--- src/rtl/char_buffer.sv ---
// char_buffer: character RAM for the text overlay (score, round, messages).
//
// Holds DEPTH 7-bit ASCII codes. Game control loads it one char per cycle over
// a valid/ready stream. The font/draw path reads it through char_xy with a
// 1-cycle registered latency. After reset, and whenever clear is pulsed, the
// block sweeps every cell to BLANK. Reads beyond DEPTH return BLANK.
//
// Ports:
//   clk        system clock, posedge
//   rst        synchronous active-high reset
//   clear      1-cycle request to fill all cells with BLANK
//   wr_valid   wr_char is valid
//   wr_ready   block accepts a char this cycle (depends on state only)
//   wr_char    ASCII char; bit 7 is discarded
//   wr_last    marks the current char as the last of a string
//   busy       clear sweep in progress
//   wr_ptr     cell that the next accepted char is written to
//   char_xy    read index
//   char_code  registered read data
module char_buffer #(
    parameter int         DEPTH  = 16,
    parameter int         ADDR_W = 8,
    parameter logic [6:0] BLANK  = 7'h20
) (
    input  logic              clk,
    input  logic              rst,
    input  logic              clear,
    input  logic              wr_valid,
    output logic              wr_ready,
    input  logic [7:0]        wr_char,
    input  logic              wr_last,
    output logic              busy,
    output logic [ADDR_W-1:0] wr_ptr,
    input  logic [ADDR_W-1:0] char_xy,
    output logic [6:0]        char_code
);

    localparam int                IDX_W   = (DEPTH > 2) ? $clog2(DEPTH) : 1;
    localparam logic [ADDR_W-1:0] LAST    = ADDR_W'(DEPTH - 1);
    localparam logic [ADDR_W:0]   DEPTH_W = (ADDR_W + 1)'(DEPTH);

    typedef enum logic {
        CLEAR = 1'b0,
        READY = 1'b1
    } state_t;

    state_t            state, state_nxt;
    logic [ADDR_W-1:0] idx;
    logic [6:0]        ram [DEPTH];

    logic              wr_en;
    logic [ADDR_W-1:0] wr_addr;
    logic [6:0]        wr_data;
    logic              accept;

    // Handshake is only honoured in READY, and a same-cycle clear wins.
    assign accept = (state == READY) && wr_valid && !clear;

    // Next state and the single RAM write port (sweep or stream).
    always_comb begin
        state_nxt = state;
        wr_en     = 1'b0;
        wr_addr   = idx;
        wr_data   = BLANK;
        wr_ready  = 1'b0;
        busy      = 1'b0;
        case (state)
            CLEAR: begin
                busy  = 1'b1;
                wr_en = 1'b1;
                if (!clear && idx == LAST)
                    state_nxt = READY;
            end
            READY: begin
                wr_ready = 1'b1;
                if (clear) begin
                    state_nxt = CLEAR;
                end else if (accept) begin
                    wr_en   = 1'b1;
                    wr_addr = wr_ptr;
                    wr_data = wr_char[6:0];
                end
            end
            default: state_nxt = CLEAR;
        endcase
    end

    always_ff @(posedge clk) begin
        if (rst) begin
            state  <= CLEAR;
            idx    <= '0;
            wr_ptr <= '0;
        end else begin
            state <= state_nxt;
            // Sweep index: restarts on clear, runs only while sweeping.
            if (clear || state != CLEAR || idx == LAST)
                idx <= '0;
            else
                idx <= idx + 1'b1;
            if (state == READY && clear)
                wr_ptr <= '0;
            else if (accept)
                wr_ptr <= (wr_last || wr_ptr == LAST) ? '0 : wr_ptr + 1'b1;
        end
    end

    // RAM has no reset; the sweep after reset initialises it.
    always_ff @(posedge clk) begin
        if (wr_en)
            ram[wr_addr[IDX_W-1:0]] <= wr_data;
    end

    // Registered read; sees the pre-write contents on a same-cell collision.
    always_ff @(posedge clk) begin
        if (rst)
            char_code <= BLANK;
        else if ({1'b0, char_xy} < DEPTH_W)
            char_code <= ram[char_xy[IDX_W-1:0]];
        else
            char_code <= BLANK;
    end

endmodule
--- config.mk ---
export PLATFORM = sky130hd
export DESIGN_NAME = char_buffer
export DESIGN_NICKNAME = d
export VERILOG_FILES = /design/src/rtl/char_buffer.sv
export SDC_FILE = /design/constraint.sdc
export NUM_CORES = 1
export LEC_CHECK = 0
export ABC_CLOCK_PERIOD_IN_PS = 5300
export BUFFER_PORTS_ARGS = -buffer_cell sky130_fd_sc_hd__buf_2
export CAP_MARGIN = 5
export CORE_MARGIN = 2
export CORE_UTILIZATION = 45
export CTS_CLUSTER_DIAMETER = 120
export DETAILED_ROUTE_END_ITERATION = 7
export MAX_ROUTING_LAYER = met4
export PLACE_DENSITY = 0.71
export SLEW_MARGIN = 10
export SYNTH_ARGS = -nofsm -noshare
export SYNTH_HDL_FRONTEND = slang
export SYNTH_SLANG_ARGS = --single-unit
--- constraint.sdc ---
create_clock -name clk -period 5.3 [get_ports clk]
set_clock_uncertainty 0.2 [all_clocks]
set_input_delay 0.265 -clock clk [delete_from_list [all_inputs] [get_ports clk]]
set_output_delay 0.265 -clock clk [all_outputs]
set_load 0.02 [all_outputs]
==> metrics.csv <==
metric,value,unit
outcome,"complete, no violations",
antenna_found_initial,0,
p_sw_share,18.4,%
hold_start,clear,
tightest_slew,0.852,ns
yosys_most_used_dff,edfxtp_1,
p_leak,2.43,nW
synth_edf_count,112,
antenna_left,0,
num_vias,2893,
die_area,12900,um2
whs,0.0385,ns
diodes,0,
gp_congestion,0.804,
reg2reg_depth,4,
dp_hpwl,6.40,mm
power_density,396,nW/um2
p_comb_share,2.4,%
synth_nets,339,
first_pass_iters,4,
drcViolationCount,0,
clockPowerShare,51.9,%
synth.distinct_cells,35,
synthCells,316,
fin_crit,2.63,ns
ys_top_cells_by_area,"edfxtp_1, mux4_2, dfxtp_1, nor2_1, mux4_1",
ys_seq_area_share,71.1,%
grtUsageTotal,17.9,%
ys_warn_count,0,
root_buffer,clkbuf_16,
cap_violations,0,
critPathRequiredTime,5.13,ns
worstSetupStartpointType,flip-flop,
clkTransAtPathRegs,0.05,ns
cts_tree,yes,
p_int,2.06,mW
syn_avg_cell_area,17.1,um2
r2r_start,state$_SDFF_PP0_,
cp-startpoint,state$_SDFF_PP0_,
wl_per_cell,20.1,um
rsz0062_at_grt,false,
die_h,114,um
initial_core_util,45.5,%
grt-ovfl-total,0,
cts_buffer_depth,2,
h-tree-depth,4,
worst_setup_path_end_kind,flip-flop,
rows,40,
post_cts_buffers,0,
numCtsBuffers,17,
cts_resized,0,
fillers,916,
fin_crit_sh,49.7,%
hp-class,input pin to flip-flop,
netSwitchingPower,0.462,mW
grt_pass1_vias,2917,
drt_iter0_drc,188,
ys_ff_latch,136,
seqPwrFrac,45.8,%
synth_area,5400,um2
nets,380,
r2r-end,ram[15][1]$_DFFE_PP_,
via_per_inst,5.60,
grt_max_degree,29,
grt_pass1_wl,16.3,mm
pin_count,38,
setup_viol,0,
clk_latency,0.41,ns
synth_top_area_share,62.3,%
dp_slack,2.69,ns
finalMaxSlewViolations,0,
maxSlewHeadroom,43.2,%
finalHoldViolCount,0,
timing.final.ws_setup,2.67,ns
peakVddDrop,0.240,mV
setup_tns,0,ns
path_class,flip-flop to flip-flop,
wl,10.4,mm
max_freq,380,MHz
io_buffers,36,
drive_gt1_share,24.1,%
clkSinkCount,136,
synthArstFlopShare,0,%
cp.arrival,2.47,ns
critPathMaxFanout,15,
area_growth,17.7,%
crit_path_end,ram[15][1]$_DFFE_PP_,
fp.coreArea,11900,um2
synth_top_cell_by_area,edfxtp_1,
r2r_slack,2.67,ns
ctsHoldBuffers,2,
die_w,114,um
cell usage in the layout (no fill, tap or decap), types with 2 or more instances in the layout:
master,count
mux2i_1,6
xor2_1,8
ha_1,2
xnor2_1,5
inv_1,3
edfxtp_1,112
and2_1,7
a211oi_1,12
clkbuf_1,2
clkbuf_16,17
mux4_1,5
buf_2,36
nand4_1,5
dlygate4sd3_1,2
clkinvlp_4,2
dfxtp_1,24
nand2_1,8
and3_1,6
bufinv_16,6
a31oi_1,4
clkinv_2,2
a21oi_1,6
nor3_1,7
nor3b_1,2
clkinv_4,2
mux4_2,24
nor2b_1,6
nor2_1,38
synthesized netlist by cell type, types with 7 or more instances:
library cell	count
a211oi_1	12
edfxtp_1	112
dfxtp_1	24
nor2_1	38
nand2_1	8
nor3_1	7
mux4_2	24
xor2_1	8
and2_1	7
clkbuf_1	10
per-stage QoR:
step / power [mW] / cell area [um2] / utilization, % / std cells
finish: 2.52 / 6360 / 53.6 / 517
global route: 2.58 / 6360 / 53.6 / 517
global placement: 1.23 / 5680 / 47.9 / 483
CTS: 2.53 / 6360 / 53.6 / 517
floorplan: 1.22 / 5400 / - / 316
detailed placement: 1.23 / 5680 / 47.9 / 483
per-layer routing:
metal	routed length [um]	part of all wire, %	GRT usage (%)	vias to the layer above
li1	-	-	-	1321
met1	4600	44	24.1	1466
met2	5130	49	26.5	100
met3	589	5.7	6.11	6
met4	65	0.63	4.72	0
met5	0	0	-	-
cell type report:
cell class                 count  area (um2)  area share (%)
sequential                   136        3840            60.4
clock inverter                13         226            3.56
timing repair buffer          38         200            3.15
clock buffer                  19         433            6.81
tap                          147         184            2.89
inverter                       3        11.3           0.177
multi-input combinational    161        1460            23.0
how the worst min path moves through the flow:
| stage | endpoint | slack [ns] | cells past startpoint |
|---|---|---|---|
| finish | idx[1]$_SDFF_PP0_ | 0.04 | 3 |
| floorplan | state$_SDFF_PP0_ | 0.14 | 1 |
| detailed placement | idx[0]$_SDFF_PP0_ | 0.26 | 1 |
| CTS | idx[1]$_SDFF_PP0_ | 0.02 | 3 |
| global route | idx[1]$_SDFF_PP0_ | 0.05 | 3 |
| global placement | idx[0]$_SDFF_PP0_ | 0.26 | 1 |
critical path, cell delays in order (launching register included):
cell     delay [ns]
dfxtp_1        0.48
and3b_1        0.57
and3_1         0.23
a21oi_1        0.09
nor2_1         0.68
flip-flops by register name (all words and copies together), names as in the netlist:
signal,cells
wr_ptr,8
idx,8
char_code,7
state,1
ram,112
power groups by stage:
stage | clock network, mW | logic [mW] | registers (mW)
after floorplan | 0 | 0.0423 | 1.17
after global placement | 0 | 0.0599 | 1.17
after detailed placement | 0 | 0.0603 | 1.17
after CTS | 1.32 | 0.0610 | 1.15
after global routing | 1.36 | 0.0650 | 1.15
final | 1.31 | 0.0599 | 1.15
kinds of logic (layout without fill, tap and decap cells):
group,Yosys count,in the layout,synth area share (%)
multiplexers,35,35,13.5
flip-flops,136,136,71.1
AO/OA/AOI/OAI,24,24,2.92
AND/OR/NAND/NOR,87,87,7.99
adder cells (fa/ha/maj),2,2,0.463
buffers and inverters,19,73,1.83
XOR/XNOR,13,13,2.11
(Power assumes the default switching activity.)
